$ cat src/rtl/map_pkg.sv
// Shared types and defaults for the world-map access path: cell codes, requester ids,
// in-flight read tags, and the built-in grid image served by the map BRAM.
package map_pkg;

    localparam int MAP_N            = 24;
    localparam int MAP_DATA_WIDTH   = 4;
    localparam int MAP_READ_LATENCY = 2;
    localparam int MAP_STARVE_LIMIT = 8;

    typedef logic [MAP_DATA_WIDTH-1:0] cell_t;

    // Out-of-range coordinates read back as a wall so rays always terminate.
    localparam cell_t MAP_OOB_CODE = 4'd1;

    typedef enum logic {
        REQ_CTRL = 1'b0,
        REQ_RAY  = 1'b1
    } req_id_t;

    typedef struct packed {
        logic    valid;
        req_id_t who;
        logic    oob;
    } tag_t;

    // Grid image, addressed as x + y*MAP_N: a corner marker at (0,0), a door at (3,2),
    // a pillar at (5,5) and a solid wall along the far row and column.
    function automatic cell_t map_cell(input int unsigned addr);
        int unsigned cx;
        int unsigned cy;
        cx = addr % MAP_N;
        cy = addr / MAP_N;
        if (cx == 3 && cy == 2) return 4'd2;
        if (cx == 0 && cy == 0) return 4'd1;
        if (cx == 5 && cy == 5) return 4'd3;
        if (cx == MAP_N - 1 || cy == MAP_N - 1) return 4'd1;
        return 4'd0;
    endfunction

endpackage

$ cat src/rtl/map_access_arbiter_if.sv
// Request/response bundle between the two map requesters and the map access arbiter.
//
// Handshake: a request transfers on a cycle where req_valid && req_ready. ready is
// combinational and only rises while the matching valid is high; the requester holds
// valid, x and y stable until accepted. rsp_valid is a one-cycle strobe; rsp_data keeps
// its last value between strobes.
interface map_access_arbiter_if #(
    parameter int DATA_WIDTH = map_pkg::MAP_DATA_WIDTH
);
    logic                  ctrl_req_valid;
    logic [7:0]            ctrl_req_x;
    logic [7:0]            ctrl_req_y;
    logic                  ctrl_req_ready;
    logic                  ctrl_rsp_valid;
    logic [DATA_WIDTH-1:0] ctrl_rsp_data;

    logic                  ray_req_valid;
    logic [7:0]            ray_req_x;
    logic [7:0]            ray_req_y;
    logic                  ray_req_ready;
    logic                  ray_rsp_valid;
    logic [DATA_WIDTH-1:0] ray_rsp_data;

    modport master (
        output ctrl_req_valid, ctrl_req_x, ctrl_req_y,
        input  ctrl_req_ready, ctrl_rsp_valid, ctrl_rsp_data,
        output ray_req_valid, ray_req_x, ray_req_y,
        input  ray_req_ready, ray_rsp_valid, ray_rsp_data
    );

    modport slave (
        input  ctrl_req_valid, ctrl_req_x, ctrl_req_y,
        output ctrl_req_ready, ctrl_rsp_valid, ctrl_rsp_data,
        input  ray_req_valid, ray_req_x, ray_req_y,
        output ray_req_ready, ray_rsp_valid, ray_rsp_data
    );

endinterface

$ cat src/rtl/map_access_arbiter_ram.sv
// Single-port read-first map BRAM with the output register enabled (two-cycle read).
// Contents come from the grid image in map_pkg; the port is read-only in this design.
module xilinx_single_port_ram_read_first
    import map_pkg::*;
#(
    parameter  int RAM_WIDTH = MAP_DATA_WIDTH,
    parameter  int RAM_DEPTH = MAP_N * MAP_N,
    localparam int ADDR_W    = $clog2(RAM_DEPTH)
) (
    input  logic                 clka,
    input  logic [ADDR_W-1:0]    addra,
    input  logic                 ena,
    input  logic                 rsta,
    input  logic                 regcea,
    output logic [RAM_WIDTH-1:0] douta
);

    logic [RAM_WIDTH-1:0] ram_data;

    always_ff @(posedge clka) begin
        if (ena) begin
            ram_data <= RAM_WIDTH'(map_cell(32'(addra)));
        end
    end

    // rsta only clears the output register, matching the primitive's behaviour.
    always_ff @(posedge clka) begin
        if (rsta) begin
            douta <= '0;
        end else if (regcea) begin
            douta <= ram_data;
        end
    end

endmodule

$ cat src/rtl/map_access_arbiter.sv
// Shares the single-port map BRAM between the player controller and the raycaster,
// tagging each read so its response returns to the issuer, in order, at fixed latency.
module map_access_arbiter
    import map_pkg::*;
#(
    parameter int N            = MAP_N,
    parameter int DATA_WIDTH   = MAP_DATA_WIDTH,
    parameter int READ_LATENCY = MAP_READ_LATENCY,
    parameter int STARVE_LIMIT = MAP_STARVE_LIMIT,
    parameter logic [DATA_WIDTH-1:0] OOB_CODE = DATA_WIDTH'(MAP_OOB_CODE)
) (
    input  logic pixel_clk_in,
    input  logic rst_in,
    map_access_arbiter_if.slave bus
);

    localparam int ADDR_W = $clog2(N * N);
    localparam int SC_W   = $clog2(STARVE_LIMIT + 1);

    logic                  force_ctrl;
    logic                  ray_grant;
    logic                  ctrl_grant;
    logic                  grant_any;
    logic [7:0]            sel_x;
    logic [7:0]            sel_y;
    logic                  req_oob;
    logic                  bram_ena;
    logic [ADDR_W-1:0]     bram_addr;
    logic [DATA_WIDTH-1:0] bram_dout;
    logic [SC_W-1:0]       starve_cnt;
    tag_t                  new_tag;
    tag_t                  tag_pipe [READ_LATENCY];
    tag_t                  head;
    logic [DATA_WIDTH-1:0] rsp_cell;

    // Ray has priority except when ctrl has watched STARVE_LIMIT ray grants go by.
    always_comb begin
        force_ctrl = (starve_cnt >= SC_W'(STARVE_LIMIT));
        ray_grant  = !rst_in && bus.ray_req_valid && !(force_ctrl && bus.ctrl_req_valid);
        ctrl_grant = !rst_in && bus.ctrl_req_valid && !ray_grant;
        grant_any  = ray_grant || ctrl_grant;
    end

    assign bus.ray_req_ready  = ray_grant;
    assign bus.ctrl_req_ready = ctrl_grant;

    always_comb begin
        sel_x = '0;
        sel_y = '0;
        if (ray_grant) begin
            sel_x = bus.ray_req_x;
            sel_y = bus.ray_req_y;
        end else if (ctrl_grant) begin
            sel_x = bus.ctrl_req_x;
            sel_y = bus.ctrl_req_y;
        end
        req_oob   = (sel_x >= 8'(N)) || (sel_y >= 8'(N));
        bram_addr = ADDR_W'(sel_x) + ADDR_W'(sel_y) * ADDR_W'(N);
        bram_ena  = grant_any && !req_oob;
        new_tag   = '{valid: grant_any, who: (ray_grant ? REQ_RAY : REQ_CTRL), oob: req_oob};
    end

    always_ff @(posedge pixel_clk_in) begin
        if (rst_in) begin
            starve_cnt <= '0;
        end else if (!bus.ctrl_req_valid || ctrl_grant) begin
            starve_cnt <= '0;
        end else if (ray_grant && (starve_cnt < SC_W'(STARVE_LIMIT))) begin
            starve_cnt <= starve_cnt + 1'b1;
        end
    end

    xilinx_single_port_ram_read_first #(
        .RAM_WIDTH (DATA_WIDTH),
        .RAM_DEPTH (N * N)
    ) u_map_ram (
        .clka   (pixel_clk_in),
        .addra  (bram_addr),
        .ena    (bram_ena),
        .rsta   (rst_in),
        .regcea (1'b1),
        .douta  (bram_dout)
    );

    // The last tag stage lines up with douta, since both have seen READ_LATENCY edges.
    always_ff @(posedge pixel_clk_in) begin
        if (rst_in) begin
            for (int i = 0; i < READ_LATENCY; i++) begin
                tag_pipe[i] <= '0;
            end
        end else begin
            tag_pipe[0] <= new_tag;
            for (int i = 1; i < READ_LATENCY; i++) begin
                tag_pipe[i] <= tag_pipe[i-1];
            end
        end
    end

    always_comb begin
        head     = tag_pipe[READ_LATENCY-1];
        rsp_cell = head.oob ? OOB_CODE : bram_dout;
    end

    always_ff @(posedge pixel_clk_in) begin
        if (rst_in) begin
            bus.ctrl_rsp_valid <= 1'b0;
            bus.ray_rsp_valid  <= 1'b0;
            bus.ctrl_rsp_data  <= '0;
            bus.ray_rsp_data   <= '0;
        end else begin
            bus.ctrl_rsp_valid <= head.valid && (head.who == REQ_CTRL);
            bus.ray_rsp_valid  <= head.valid && (head.who == REQ_RAY);
            if (head.valid && head.who == REQ_CTRL) begin
                bus.ctrl_rsp_data <= rsp_cell;
            end
            if (head.valid && head.who == REQ_RAY) begin
                bus.ray_rsp_data <= rsp_cell;
            end
        end
    end

endmodule

$ cat src/flat_wrapper.sv
// flat-port wrapper written by rule: the top's interface ports become plain ports
module map_access_arbiter_flat import map_pkg::*;
#(
    parameter int N            = MAP_N,
    parameter int DATA_WIDTH   = MAP_DATA_WIDTH,
    parameter int READ_LATENCY = MAP_READ_LATENCY,
    parameter int STARVE_LIMIT = MAP_STARVE_LIMIT,
    parameter logic [DATA_WIDTH-1:0] OOB_CODE = DATA_WIDTH'(MAP_OOB_CODE)
)
  (pixel_clk_in, rst_in, bus_ctrl_req_valid, bus_ctrl_req_x, bus_ctrl_req_y, bus_ctrl_req_ready, bus_ctrl_rsp_valid, bus_ctrl_rsp_data, bus_ray_req_valid, bus_ray_req_x, bus_ray_req_y, bus_ray_req_ready, bus_ray_rsp_valid, bus_ray_rsp_data);
  map_access_arbiter_if #(.DATA_WIDTH(DATA_WIDTH)) bus_i ();
  input  logic pixel_clk_in;
  input  logic rst_in;
  input wire logic [$bits(bus_i.ctrl_req_valid)-1:0] bus_ctrl_req_valid;
  input wire logic [$bits(bus_i.ctrl_req_x)-1:0] bus_ctrl_req_x;
  input wire logic [$bits(bus_i.ctrl_req_y)-1:0] bus_ctrl_req_y;
  output wire logic [$bits(bus_i.ctrl_req_ready)-1:0] bus_ctrl_req_ready;
  output wire logic [$bits(bus_i.ctrl_rsp_valid)-1:0] bus_ctrl_rsp_valid;
  output wire logic [$bits(bus_i.ctrl_rsp_data)-1:0] bus_ctrl_rsp_data;
  input wire logic [$bits(bus_i.ray_req_valid)-1:0] bus_ray_req_valid;
  input wire logic [$bits(bus_i.ray_req_x)-1:0] bus_ray_req_x;
  input wire logic [$bits(bus_i.ray_req_y)-1:0] bus_ray_req_y;
  output wire logic [$bits(bus_i.ray_req_ready)-1:0] bus_ray_req_ready;
  output wire logic [$bits(bus_i.ray_rsp_valid)-1:0] bus_ray_rsp_valid;
  output wire logic [$bits(bus_i.ray_rsp_data)-1:0] bus_ray_rsp_data;
  assign bus_i.ctrl_req_valid = bus_ctrl_req_valid;
  assign bus_i.ctrl_req_x = bus_ctrl_req_x;
  assign bus_i.ctrl_req_y = bus_ctrl_req_y;
  assign bus_ctrl_req_ready = bus_i.ctrl_req_ready;
  assign bus_ctrl_rsp_valid = bus_i.ctrl_rsp_valid;
  assign bus_ctrl_rsp_data = bus_i.ctrl_rsp_data;
  assign bus_i.ray_req_valid = bus_ray_req_valid;
  assign bus_i.ray_req_x = bus_ray_req_x;
  assign bus_i.ray_req_y = bus_ray_req_y;
  assign bus_ray_req_ready = bus_i.ray_req_ready;
  assign bus_ray_rsp_valid = bus_i.ray_rsp_valid;
  assign bus_ray_rsp_data = bus_i.ray_rsp_data;
  map_access_arbiter #(.N(N), .DATA_WIDTH(DATA_WIDTH), .READ_LATENCY(READ_LATENCY), .STARVE_LIMIT(STARVE_LIMIT), .OOB_CODE(OOB_CODE)) u_core (.pixel_clk_in(pixel_clk_in), .rst_in(rst_in), .bus(bus_i));
endmodule
$ cat config.mk
export PLATFORM = sky130hd
export DESIGN_NAME = map_access_arbiter_flat
export DESIGN_NICKNAME = d
export VERILOG_FILES = /design/src/rtl/map_pkg.sv /design/src/rtl/map_access_arbiter_if.sv /design/src/rtl/map_access_arbiter_ram.sv /design/src/rtl/map_access_arbiter.sv /design/src/flat_wrapper.sv
export SDC_FILE = /design/constraint.sdc
export NUM_CORES = 1
export LEC_CHECK = 0
export CORE_MARGIN = 3
export CORE_UTILIZATION = 33
export DETAILED_ROUTE_END_ITERATION = 10
export PLACE_DENSITY_LB_ADDON = 0.08
export SLEW_MARGIN = 20
export SYNTH_ARGS = -nofsm -noshare
export SYNTH_HDL_FRONTEND = slang
export SYNTH_SLANG_ARGS = --single-unit
$ cat constraint.sdc
create_clock -name pixel_clk_in -period 7.45 [get_ports pixel_clk_in]
set_input_delay 1.49 -clock pixel_clk_in [delete_from_list [all_inputs] [get_ports pixel_clk_in]]
set_output_delay 1.49 -clock pixel_clk_in [all_outputs]
set_load 0.01 [all_outputs]
==> results of run 1 <==
[registers in the layout (all words and copies together) (netlist names)]
| register | cells |
|---|---|
| u_core.bus.ctrl_rsp_valid | 1 |
| u_core.tag_pipe | 6 |
| u_core.bus.ray_rsp_valid | 1 |
| u_core.u_map_ram.douta | 2 |
| u_core.bus.ctrl_rsp_data | 2 |
| u_core.u_map_ram.ram_data | 2 |
| u_core.starve_cnt | 4 |
| u_core.bus.ray_rsp_data | 2 |
[critical path: cells and delay by family]
family	cells	cell delay, ns
buffers and inverters	5	0.82
multiplexers	2	0.44
adder cells (fa/ha/maj)	3	1.06
AO/OA/AOI/OAI	10	2.21
AND/OR/NAND/NOR	5	0.69
XOR/XNOR	1	0.36
[power groups by stage]
| stage | clock network, mW | logic, mW | registers, mW |
|---|---|---|---|
| 5_1_grt | 0.115 | 0.345 | 0.118 |
| 3_3_place_gp | 0 | 0.280 | 0.120 |
| 6_report | 0.107 | 0.315 | 0.117 |
| 3_5_place_dp | 0 | 0.278 | 0.120 |
| 2_1_floorplan | 0 | 0.208 | 0.120 |
| 4_1_cts | 0.109 | 0.279 | 0.118 |
[how the worst max path moves through the flow]
stage | start | endpoint | cells after the start
after floorplan | bus_ray_req_valid | u_core.u_map_ram.ram_data[0] | 28
after global placement | bus_ray_req_valid | u_core.u_map_ram.ram_data[0] | 26
after detailed placement | bus_ray_req_valid | u_core.u_map_ram.ram_data[0] | 26
after CTS | bus_ray_req_valid | u_core.u_map_ram.ram_data[1] | 26
after global routing | bus_ctrl_req_valid | u_core.u_map_ram.ram_data[0] | 27
final | bus_ctrl_req_valid | u_core.u_map_ram.ram_data[0] | 26
[logic make-up after synthesis]
| family | count (synthesis) | share of synthesized area [%] |
|---|---|---|
| AND/OR/NAND/NOR | 98 | 25.2 |
| AO/OA/AOI/OAI | 65 | 25.1 |
| buffers and inverters | 28 | 6.34 |
| flip-flops | 20 | 20.9 |
| adder cells (fa/ha/maj) | 18 | 11.9 |
| XOR/XNOR | 13 | 7.03 |
| multiplexers | 6 | 3.30 |
| other | 1 | 0.186 |
[layout by cell type, fill, tap and decap left out, drive strengths merged, types with 3 or more instances in the layout]
master	Yosys	final
ha	16	16
nand2	20	20
mux2i	4	4
or2	3	3
nor2	24	24
nor2b	16	16
a221oi	3	3
a22o	11	11
conb	1	4
clkbuf	4	3
dfxtp	18	18
xnor2	9	9
nand2b	3	3
nand3	7	7
o21a	3	3
clkdlybuf4s50	0	42
o21ai	10	10
a21oi	17	17
nor3	11	11
and3	3	3
buf	8	20
inv	16	16
[per-layer routing]
layer  GRT usage [%]  routed length, µm  share of wire (%)
met3            1.68                147                2.9
met1            18.5               2400                 48
met5               0                  0                  0
met2            25.0               2440                 48
met4            3.51                 53                1.1
[repair_timing]
action                                  in CTS  in global routing
gates resized for setup                      0                 19
setup buffers                                0                  8
endpoints found under the setup margin       0                  2
[Yosys cell counts (4+ instances only)]
| cell type | count |
|---|---|
| sky130_fd_sc_hd__dfxtp_1 | 18 |
| sky130_fd_sc_hd__nor3_1 | 11 |
| sky130_fd_sc_hd__o21ai_0 | 10 |
| sky130_fd_sc_hd__nand2_1 | 20 |
| sky130_fd_sc_hd__mux2i_1 | 4 |
| sky130_fd_sc_hd__buf_4 | 5 |
| sky130_fd_sc_hd__ha_1 | 16 |
| sky130_fd_sc_hd__a21oi_1 | 16 |
| sky130_fd_sc_hd__inv_1 | 15 |
| sky130_fd_sc_hd__nor2b_1 | 16 |
| sky130_fd_sc_hd__nor2_1 | 24 |
| sky130_fd_sc_hd__a22o_1 | 11 |
| sky130_fd_sc_hd__xnor2_1 | 9 |
| sky130_fd_sc_hd__clkbuf_1 | 4 |
| sky130_fd_sc_hd__nand3_1 | 7 |
[area by class of cell]
cell class              count  area [µm²]  share of cell area, %
flip-flops and latches     20         420                   15.1
repair buffers             63         591                   21.3
clock buffers               3        41.3                   1.49
multi-input cells         204        1540                   55.6
well taps                  72        90.1                   3.24
clock inverters             1        30.0                   1.08
inverters                  16        60.1                   2.16
==> impl_summary.txt, run 1 <==
----------------------------------------------------
[Clocking]
  Number of H-tree levels ... 1
  Quantity of hold-fixing buffers added after cts ... 0
  CTS tree ... done
  Number of buffers added by the clock tree synthesis step ... 3
  Source-to-sink clock delay at the later pin of the worst-skew pair ... 0.26 ns
  Cell at the root of the clock tree ... sky130_fd_sc_hd__clkbuf_8
  Count of clock tree sinks ... 20
  Maximum count of clock buffers along a single path ... 2
  Clock-pin transition on the worst setup and hold timing paths ... 0.08 ns

[Setup path]
  Highest fanout seen on the critical path ... 8
  Slack of the worst reg-to-reg path ... 1.72 ns
  Kind of capture point of the worst setup path ... flip-flop
  Critical path type ... in -> reg
  Most common cell type on the critical path ... sky130_fd_sc_hd__inv_1
  Endpoint of the worst-slack reg-to-reg timing path ... u_core.u_map_ram.ram_data[0]
  CP Data Arrival Time ... 7.08 ns
  Req. time, crit path ... 7.45 ns
  Startpoint type of the worst setup path ... input pin
  Number of cells on the worst reg-to-reg path ... 26
  Reg-to-Reg Start ... u_core.starve_cnt[3]
  Delay contributed by the slowest stage of the critical path ... 0.53 ns
  Crit path max-delay cell type ... sky130_fd_sc_hd__fa_1

[Floorplan]
  Die Footprint ... 7070 µm²
  Core footprint ... 5710 µm²
  Die outline height ... 84.1 µm
  Number of I/O pins ... 48
  Initial cell density of the core ... 35.2%
  Row Count ... 27
  Chip width ... 84.1 µm

[Timing]
  WHS ... 0.433 ns
  Setup ws final ... 0.364 ns
  Unrepaired setup endpoints after global routing ... false
  Endpoints failing hold ... 0
  Relative max-transition margin ... 61.5%
  Max Clock Skew ... 0.00457 ns
  Count of final setup violators ... 0
  Post-layout min period ... 7.09 ns
  Number of slew-limit violations in the final report ... 0
  Worst Tran Pin Value ... 0.576 ns
  Maximum operating frequency ... 141 MHz
  Tcrit/Tclk final ... 95.1%
  Sum Neg Setup Slack ... 0 ns

[Logic synthesis]
  Fraction of synthesis flops using an asynchronous set or reset pin ... 0%
  Portion of synthesized cell area occupied by the leading cell type ... 17.9%
  Synth warn ... 0
  Cell area after synthesis ... 2010 µm²
  Syn Inst Count ... 249
  Cell taking the most area after synthesis ... sky130_fd_sc_hd__dfxtp_1
  Post-synth EDFFs ... 2
  Proportion of synthesized chip area in sequential cells ... 20.9%
  Yosys reg bits ... 20
  Synth Flop Type ... sky130_fd_sc_hd__dfxtp_1
  Main area contributors after synthesis ... sky130_fd_sc_hd__dfxtp_1 18%, sky130_fd_sc_hd__ha_1 10%, sky130_fd_sc_hd__nor2b_1 5.0%
  Mean area per synthesized cell ... 8.08 µm²
  Number of distinct library cells after synthesis ... 59

[Run]
  Number of violations of the max-capacitance limit ... 0

[Placed design]
  Placer's final routability congestion estimate ... 0.823
  Cell Area, Placed ... 2570 µm²
  Final HPWL from detailed placement ... 4100 µm
  IO buf count ... 43
  Cell total after placement ... 367
  Post-place setup slack ... -0.0956 ns

[Cells and area]
  Number of standard cells in the layout, taps in and fillers out ... 379
  Net count of the finished layout ... 362
  Antenna diode count ... 0
  Final core area utilization ... 48.6%
  Area added between synthesis and finish ... 38.0%
  Fill cells ... 577
  Final instance area ... 2780 µm²
  Share of layout cells above drive strength 1 ... 16.3%

[Global route]
  Wire length of the first global-routing pass ... 8450 µm
  Largest net degree at the start of global routing ... 21
  GRT Total Usage ... 14.3%
  Overall overflow remaining after global route ... 0
  Number of global-route vias before repair ... 1829
  Antenna violations before repair ... 0

[Detailed routing]
  Detail-routed net length per standard cell ... 13.3 µm
  Iteration count of the initial detailed-routing pass ... 4
  DRC violation count after routing ... 0
  Via count ... 1917
  Average vias per placed instance ... 5.06
  DRC marker count from the first detailed-route iteration ... 85
  Routed Antenna Nets ... 0
  Overall routed net length ... 5040 µm

[Hold path]
  Hold-critical path depth ... 1
  Endpoint of the worst hold path ... u_core.tag_pipe[0][4]
  Hold Crit Class ... reg -> reg
  Startpoint of the tightest hold check path ... u_core.tag_pipe[0][1]

[Pwr]
  Net switching fraction of the power ... 37.3%
  Internal power consumption ... 0.338 mW
  Overall power consumption ... 0.539 mW
  Static power due to leakage ... 1.16 nW
  Net switching component of the power ... 0.201 mW
  Logic gate share of total power ... 58.4%
  Power per Cell Area ... 194 nW/µm²
  Fraction of power consumed by sequential logic ... 21.8%
  Peak ir drop on the vdd network ... 0.146 mV
  Clock share of power ... 19.8%

[Outcome]
  Run status ... finished, final reports clean

----------------------------------------------------
No activity file was read; power rests on OpenSTA's default activity.
==> run 2: changes to the inputs <==
--- a/config.mk
+++ b/config.mk
@@ -5,7 +5,6 @@
 export SDC_FILE = /design/constraint.sdc
 export NUM_CORES = 1
 export LEC_CHECK = 0
-export CORE_MARGIN = 3
 export CORE_UTILIZATION = 33
 export DETAILED_ROUTE_END_ITERATION = 10
 export PLACE_DENSITY_LB_ADDON = 0.08
==> run 2 against run 1 <==
Against the previous run:
- clock power is 36% lower
- power is 10% lower
- routed wire length decreased by 6.1%
==> impl_summary.txt, run 2 (same netlist as run 1, synthesis figures left out) <==
----------------------------------------------------
[Outcome]
  Run status ... finished, final reports clean

[Timing]
  Maximum operating frequency ... 142 MHz (+0.44%)
  Max Clock Skew ... 0.00385 ns (-0.000717 ns)
  Post-layout min period ... 7.05 ns (-0.0312 ns)
  Endpoints failing hold ... 0 (unchanged)
  Number of slew-limit violations in the final report ... 0 (unchanged)
  Sum Neg Setup Slack ... 0 ns (unchanged)
  Tcrit/Tclk final ... 94.7% (-0.42 points)
  Unrepaired setup endpoints after global routing ... false
  Count of final setup violators ... 0 (unchanged)

[Cells and area]
  Area added between synthesis and finish ... 34.1%
  Most flop-heavy register ... u_core.tag_pipe
  Largest registers ... u_core.tag_pipe x6, u_core.starve_cnt x4
  Number of flip-flops under the largest register name ... 6 (unchanged)
  Antenna diode count ... 0 (unchanged)
  Final instance area ... 2700 µm² (-2.8%)
  Net count of the finished layout ... 362 (unchanged)
  Fill cells ... 603 (+4.5%)
  Most common cell after layout, fill and taps aside ... sky130_fd_sc_hd__clkdlybuf4s50_1
  Share of layout cells above drive strength 1 ... 13.7% (-2.6 points)
  Top library cells by usage in the layout, fill and taps aside ... 43 x sky130_fd_sc_hd__clkdlybuf4s50_1, 23 x sky130_fd_sc_hd__nor2_1, 20 x sky130_fd_sc_hd__nand2_1, 20 x sky130_fd_sc_hd__buf_4, 18 x sky130_fd_sc_hd__dfxtp_1

[Setup path]
  CP Data Arrival Time ... 7.05 ns (-0.03 ns)
  Number of cells on the worst reg-to-reg path ... 28 (+7.7%)
  Req. time, crit path ... 7.44 ns (about the same)
  Startpoint type of the worst setup path ... input pin
  Highest fanout seen on the critical path ... 5 (-3)
  Kind of capture point of the worst setup path ... flip-flop
  Critical path type ... in -> reg

[Pwr]
  Fraction of power consumed by sequential logic ... 24.2% (+2.4 points)
  Power per Cell Area ... 180 nW/µm² (-7.4%)
  Internal power consumption ... 0.296 mW (-12%)
  Net switching fraction of the power ... 39.0% (+1.7 points)
  Logic gate share of total power ... 61.6% (+3.2 points)
  Clock share of power ... 14.1% (-5.7 points)
  Static power due to leakage ... 1.12 nW (-3.4%)
  Net switching component of the power ... 0.189 mW (-6.0%)
  Peak ir drop on the vdd network ... 0.105 mV (-28%)

[Global route]
  Antenna violations before repair ... 0 (unchanged)
  GRT Total Usage ... 15.8% (+1.5 points)
  Number of global-route vias before repair ... 1781 (-2.6%)
  Overall overflow remaining after global route ... 0 (unchanged)
  Largest net degree at the start of global routing ... 21 (unchanged)
  Wire length of the first global-routing pass ... 8100 µm (-4.1%)

[Clocking]
  Quantity of hold-fixing buffers added after cts ... 0 (unchanged)
  Cell at the root of the clock tree ... sky130_fd_sc_hd__clkbuf_8
  Clock-pin transition on the worst setup and hold timing paths ... 0.07 ns (about the same)
  Maximum count of clock buffers along a single path ... 2 (unchanged)
  Number of H-tree levels ... 1 (unchanged)
  Number of buffers added by the clock tree synthesis step ... 3 (unchanged)
  Source-to-sink clock delay at the later pin of the worst-skew pair ... 0.25 ns (about the same)
  Count of clock tree sinks ... 20 (unchanged)
  CTS tree ... done

[Floorplan]
  Die outline height ... 80.1 µm (-4.8%)
  Row Count ... 28 (+3.7%)
  Initial cell density of the core ... 34.2% (-1.1 points)
  Chip width ... 80.1 µm (-4.8%)
  Die Footprint ... 6410 µm² (-9.3%)
  Core footprint ... 5890 µm² (+3.1%)
  Number of I/O pins ... 48 (unchanged)

[Hold path]
  Hold-critical path depth ... 1 (unchanged)
  Hold Crit Class ... reg -> reg

[Run]
  Number of violations of the max-capacitance limit ... 0 (unchanged)

[Detailed routing]
  Routed Antenna Nets ... 0 (unchanged)
  Detail-routed net length per standard cell ... 12.4 µm (-6.8%)
  Iteration count of the initial detailed-routing pass ... 4 (unchanged)
  Via count ... 1892 (-1.3%)
  Average vias per placed instance ... 4.95 (-2.1%)
  DRC marker count from the first detailed-route iteration ... 50 (-41%)
  DRC violation count after routing ... 0 (unchanged)
  Overall routed net length ... 4730 µm (-6.1%)

[Placed design]
  Placer's final routability congestion estimate ... 0.844 (+2.5%)
  IO buf count ... 43 (unchanged)
  Cell Area, Placed ... 2620 µm² (+2.2%)
  Final HPWL from detailed placement ... 3910 µm (-4.6%)

----------------------------------------------------
[run 2: cell count changes in the layout (fill, tap and decap cells not counted), sizes merged]
cell,delta
dlymetal6s2s,-1
clkbuf,+1
bufinv,-1
clkdlybuf4s50,+1
[run 2: worst paths after layout]
kind | startpoint | end | slack (ns)
hold / removal | u_core.tag_pipe[0][1] | u_core.tag_pipe[0][4] | 0.44
setup reg to reg | u_core.starve_cnt[3] | u_core.u_map_ram.ram_data[0] | 1.74
hold reg to reg | u_core.tag_pipe[0][1] | u_core.tag_pipe[0][4] | 0.44
setup / recovery | bus_ray_req_valid | u_core.u_map_ram.ram_data[0] | 0.40
[run 2: critical path, stage by stage]
cell,delay [ns]
sky130_fd_sc_hd__clkdlybuf4s50_1,0.49
sky130_fd_sc_hd__a21boi_2,0.18
sky130_fd_sc_hd__nor2b_2,0.19
sky130_fd_sc_hd__buf_4,0.15
sky130_fd_sc_hd__a22o_1,0.12
sky130_fd_sc_hd__ha_1,0.17
sky130_fd_sc_hd__inv_1,0.06
sky130_fd_sc_hd__fa_1,0.47
sky130_fd_sc_hd__inv_1,0.04
sky130_fd_sc_hd__ha_1,0.30
sky130_fd_sc_hd__a21oi_1,0.18
sky130_fd_sc_hd__o21bai_2,0.10
sky130_fd_sc_hd__a21oi_2,0.17
sky130_fd_sc_hd__nor2_1,0.07
sky130_fd_sc_hd__xnor3_1,0.36
sky130_fd_sc_hd__inv_1,0.07
sky130_fd_sc_hd__ha_1,0.23
sky130_fd_sc_hd__nand2b_1,0.20
sky130_fd_sc_hd__o22a_1,0.19
sky130_fd_sc_hd__mux2i_1,0.16
sky130_fd_sc_hd__o221ai_2,0.17
sky130_fd_sc_hd__buf_4,0.17
sky130_fd_sc_hd__or2_4,0.24
sky130_fd_sc_hd__mux2_4,0.27
sky130_fd_sc_hd__o41ai_4,0.25
sky130_fd_sc_hd__nor3_1,0.11
sky130_fd_sc_hd__a222oi_1,0.35
sky130_fd_sc_hd__o41ai_2,0.09
[run 2: timing repair]
item,4_1_cts,5_1_grt
gates resized for setup,0,7
setup buffers,0,1
endpoints found under the setup margin,0,2
[run 2: layer usage]
layer  wire length (µm)  global-route usage (%)  share of wire (%)  vias to the layer above
met5                  0                       0                  0                        -
met4                 17                    3.21               0.36                        0
met3                120                    1.14                2.5                        2
met2               2350                    28.8                 50                       29
met1               2250                    20.1                 47                      861
li1                   -                       -                  -                     1000
[run 2: cell type report]
| type | instances | area, µm² | area share (%) |
|---|---|---|---|
| multi-input combinational | 204 | 1500 | 55.5 |
| tap | 75 | 93.8 | 3.48 |
| clock buffer | 4 | 45.0 | 1.67 |
| timing repair buffer | 63 | 581 | 21.5 |
| sequential | 20 | 420 | 15.6 |
| inverter | 16 | 60.1 | 2.23 |
[run 2: through the flow]
stage / power, mW / setup slack, ns / hold WS, ns / std cells / util [%]
2_1_floorplan: 0.328 / 0.182 / 0.414 / 252 / -
3_3_place_gp: 0.410 / 0.138 / 0.416 / 377 / 44.6
3_5_place_dp: 0.407 / 0.105 / 0.425 / 377 / 44.6
4_1_cts: 0.477 / 0.337 / 0.440 / 381 / 45.3
5_1_grt: 0.527 / 0.0168 / 0.457 / 382 / 45.9
6_report: 0.485 / 0.395 / 0.439 / 382 / 45.9
[run 2: power groups by stage]
stage / registers (mW) / clock network [mW] / logic [mW]
3_3_place_gp: 0.120 / 0 / 0.290
4_1_cts: 0.117 / 0.0711 / 0.288
6_report: 0.117 / 0.0685 / 0.299
5_1_grt: 0.118 / 0.0782 / 0.331
2_1_floorplan: 0.120 / 0 / 0.208
3_5_place_dp: 0.120 / 0 / 0.287
==> run 3: changes to the inputs <==
--- a/config.mk
+++ b/config.mk
@@ -6,6 +6,7 @@
 export NUM_CORES = 1
 export LEC_CHECK = 0
 export CORE_UTILIZATION = 33
+export CTS_CLUSTER_DIAMETER = 80
 export DETAILED_ROUTE_END_ITERATION = 10
 export PLACE_DENSITY_LB_ADDON = 0.08
 export SLEW_MARGIN = 20
==> constraint.sdc (replaced) <==
create_clock -name pixel_clk_in -period 6.5 [get_ports pixel_clk_in]
set_input_delay 1.3 -clock pixel_clk_in [delete_from_list [all_inputs] [get_ports pixel_clk_in]]
set_output_delay 1.3 -clock pixel_clk_in [all_outputs]
set_load 0.01 [all_outputs]
==> run 3 against run 2 <==
Against the previous run:
- hold slack worse by 0.0040 ns
- flip-flop and latch count unchanged
- worst setup slack worse by 0.15 ns
- combinational power up 55%
- clock power up 78%
- utilization up 8.9 points
- cell area up 19%
- via count up 10%
- clock skew up 0.0075 ns
- global-route usage up 1.8 points
- register-to-register slack worse by 0.66 ns
- non-clock buffer count up 48
- critical path type unchanged
==> impl_summary.txt, run 3 (same netlist as run 1, synthesis figures left out) <==
----------------------------------------------------
[Timing]
  WHS ... 0.435 ns (-0.00396 ns)
  Endpoints failing hold ... 0 (unchanged)
  Sum Neg Setup Slack ... 0 ns (unchanged)
  Tcrit/Tclk final ... 96.3%
  Count of final setup violators ... 0 (unchanged)
  Post-layout min period ... 6.26 ns
  Number of slew-limit violations in the final report ... 0 (unchanged)
  Max Clock Skew ... 0.0114 ns (+0.00754 ns)
  Unrepaired setup endpoints after global routing ... false
  Maximum operating frequency ... 160 MHz

[Clocking]
  Count of clock tree sinks ... 20 (unchanged)
  Source-to-sink clock delay at the later pin of the worst-skew pair ... 0.26 ns (about the same)
  Maximum count of clock buffers along a single path ... 2 (unchanged)
  Number of buffers added by the clock tree synthesis step ... 3 (unchanged)
  CTS tree ... done
  Quantity of hold-fixing buffers added after cts ... 0 (unchanged)
  Cell at the root of the clock tree ... sky130_fd_sc_hd__clkbuf_8
  Number of H-tree levels ... 1 (unchanged)
  Clock-pin transition on the worst setup and hold timing paths ... 0.08 ns (about the same)

[Cells and area]
  Top library cells by usage in the layout, fill and taps aside ... 67 x sky130_fd_sc_hd__buf_4, 40 x sky130_fd_sc_hd__clkdlybuf4s50_1, 22 x sky130_fd_sc_hd__nor2_1
  Share of layout cells above drive strength 1 ... 33.2% (+20 points)
  Area added between synthesis and finish ... 60.3%
  Most common cell after layout, fill and taps aside ... sky130_fd_sc_hd__buf_4
  Most flop-heavy register ... u_core.tag_pipe
  Antenna diode count ... 0 (unchanged)
  Final core area utilization ... 54.8% (+8.9 points)
  Largest registers ... u_core.tag_pipe x6, u_core.starve_cnt x4
  Fill cells ... 548 (-9.1%)
  Final instance area ... 3220 µm² (+19%)
  Number of flip-flops under the largest register name ... 6 (unchanged)
  Net count of the finished layout ... 410 (+13%)

[Outcome]
  Run status ... finished, final reports clean

[Floorplan]
  Row Count ... 28 (unchanged)
  Die outline height ... 80.1 µm (unchanged)
  Die Footprint ... 6410 µm² (unchanged)
  Chip width ... 80.1 µm (unchanged)
  Number of I/O pins ... 48 (unchanged)
  Initial cell density of the core ... 34.2% (unchanged)
  Core footprint ... 5890 µm² (unchanged)

[Setup path]
  CP Data Arrival Time ... 6.26 ns (-0.79 ns)
  Kind of capture point of the worst setup path ... flip-flop
  Critical path type ... in -> reg
  Worst path bufs/invs ... 6 (unchanged)
  Startpoint type of the worst setup path ... input pin
  Source of the critical timing path ... rst_in
  Most common cell type on the critical path ... sky130_fd_sc_hd__buf_4
  Number of cells on the worst reg-to-reg path ... 29 (+3.6%)
  Highest fanout seen on the critical path ... 4 (-1)
  Endpoint of the worst-slack reg-to-reg timing path ... u_core.u_map_ram.ram_data[0]
  Reg-to-Reg Start ... u_core.starve_cnt[3]
  Crit path max-delay cell type ... sky130_fd_sc_hd__or4b_4
  Top cell family by delay on the critical path ... compound AO/OA/AOI/OAI gates
  Req. time, crit path ... 6.50 ns (-0.94 ns)
  Slack of the worst reg-to-reg path ... 1.08 ns (-0.66 ns)
  Delay contributed by the slowest stage of the critical path ... 0.49 ns (about the same)

[Detailed routing]
  Iteration count of the initial detailed-routing pass ... 4 (unchanged)
  Average vias per placed instance ... 4.85 (-2.0%)
  Via count ... 2087 (+10%)
  Routed Antenna Nets ... 0 (unchanged)
  DRC marker count from the first detailed-route iteration ... 63 (+26%)
  DRC violation count after routing ... 0 (unchanged)
  Detail-routed net length per standard cell ... 12.7 µm (+2.2%)
  Overall routed net length ... 5450 µm (+15%)

[Hold path]
  Startpoint of the tightest hold check path ... u_core.tag_pipe[0][1]
  Endpoint of the worst hold path ... u_core.tag_pipe[0][4]
  Hold-critical path depth ... 1 (unchanged)
  Hold Crit Class ... reg -> reg

[Global route]
  Overall overflow remaining after global route ... 0 (unchanged)
  Wire length of the first global-routing pass ... 8890 µm (+9.8%)
  Number of global-route vias before repair ... 2012 (+13%)
  Largest net degree at the start of global routing ... 16 (-24%)
  Antenna violations before repair ... 0 (unchanged)
  GRT Total Usage ... 17.6% (+1.8 points)

[Pwr]
  Overall power consumption ... 0.718 mW (+48%)
  Power per Cell Area ... 223 nW/µm² (+24%)
  Static power due to leakage ... 1.41 nW (+26%)
  Peak ir drop on the vdd network ... 0.120 mV (+14%)

[Placed design]
  Cell Area, Placed ... 2970 µm² (+13%)
  Final HPWL from detailed placement ... 4430 µm (+13%)
  Placer's final routability congestion estimate ... 0.846 (+0.32%)
  IO buf count ... 43 (unchanged)

[Run]
  Number of violations of the max-capacitance limit ... 0 (unchanged)

----------------------------------------------------
run 3: worst max-delay path by stage:
stage / end / cells after the start
2_1_floorplan: u_core.u_map_ram.ram_data[0] / 28
3_3_place_gp: u_core.u_map_ram.ram_data[0] / 28
3_5_place_dp: u_core.u_map_ram.ram_data[0] / 28
4_1_cts: u_core.u_map_ram.ram_data[0] / 29
5_1_grt: u_core.u_map_ram.ram_data[0] / 25
6_report: u_core.u_map_ram.ram_data[0] / 25
run 3: report_power, final:
group | total [mW] | internal, mW | switching [mW] | leakage [nW]
Sequential | 0.135 | 0.132 | 0.00250 | 0.165
Combinational | 0.462 | 0.246 | 0.216 | 1.21
Clock | 0.122 | 0.0821 | 0.0395 | 0.0357
run 3: cell type report:
class / count / area (µm²) / area share [%]
multi-input combinational: 204 / 1640 / 51.0
timing repair buffer: 111 / 935 / 29.0
sequential: 20 / 420 / 13.0
tap: 75 / 93.8 / 2.91
inverter: 16 / 60.1 / 1.86
clock buffer: 3 / 41.3 / 1.28
clock inverter: 1 / 30.0 / 0.931
run 3: what timing repair did:
action / in CTS / in global routing
pin swaps: 8 / 26
endpoints found under the setup margin: 2 / 2
resized for setup: 12 / 25
buffers inserted: 5 / 5
run 3: per-layer routing:
metal  share of wire [%]  wire (µm)  global-route usage, %  vias up
li1                    -          -                      -     1104
met1                  47       2590                   21.7      956
met2                  50       2740                   32.9       23
met3                 1.5         83                   1.14        4
met4                0.59         32                   3.75        0
met5                   0          0                      0        -
run 3: worst register-to-register path: cells and delay by family, from the launching register on:
family / cells / cell delay (ns)
AO/OA/AOI/OAI: 8 / 1.47
XOR/XNOR: 1 / 0.13
adder cells (fa/ha/maj): 3 / 0.94
buffers and inverters: 10 / 1.09
flip-flops: 1 / 0.39
multiplexers: 2 / 0.43
AND/OR/NAND/NOR: 5 / 0.71
run 3: through the flow:
step                      std cells  setup slack (ns)
after floorplan                 252          -0.00320
after global placement          416            -0.425
after detailed placement        416            -0.477
after CTS                       425            0.0228
after global routing            430           0.00922
final                           430             0.241
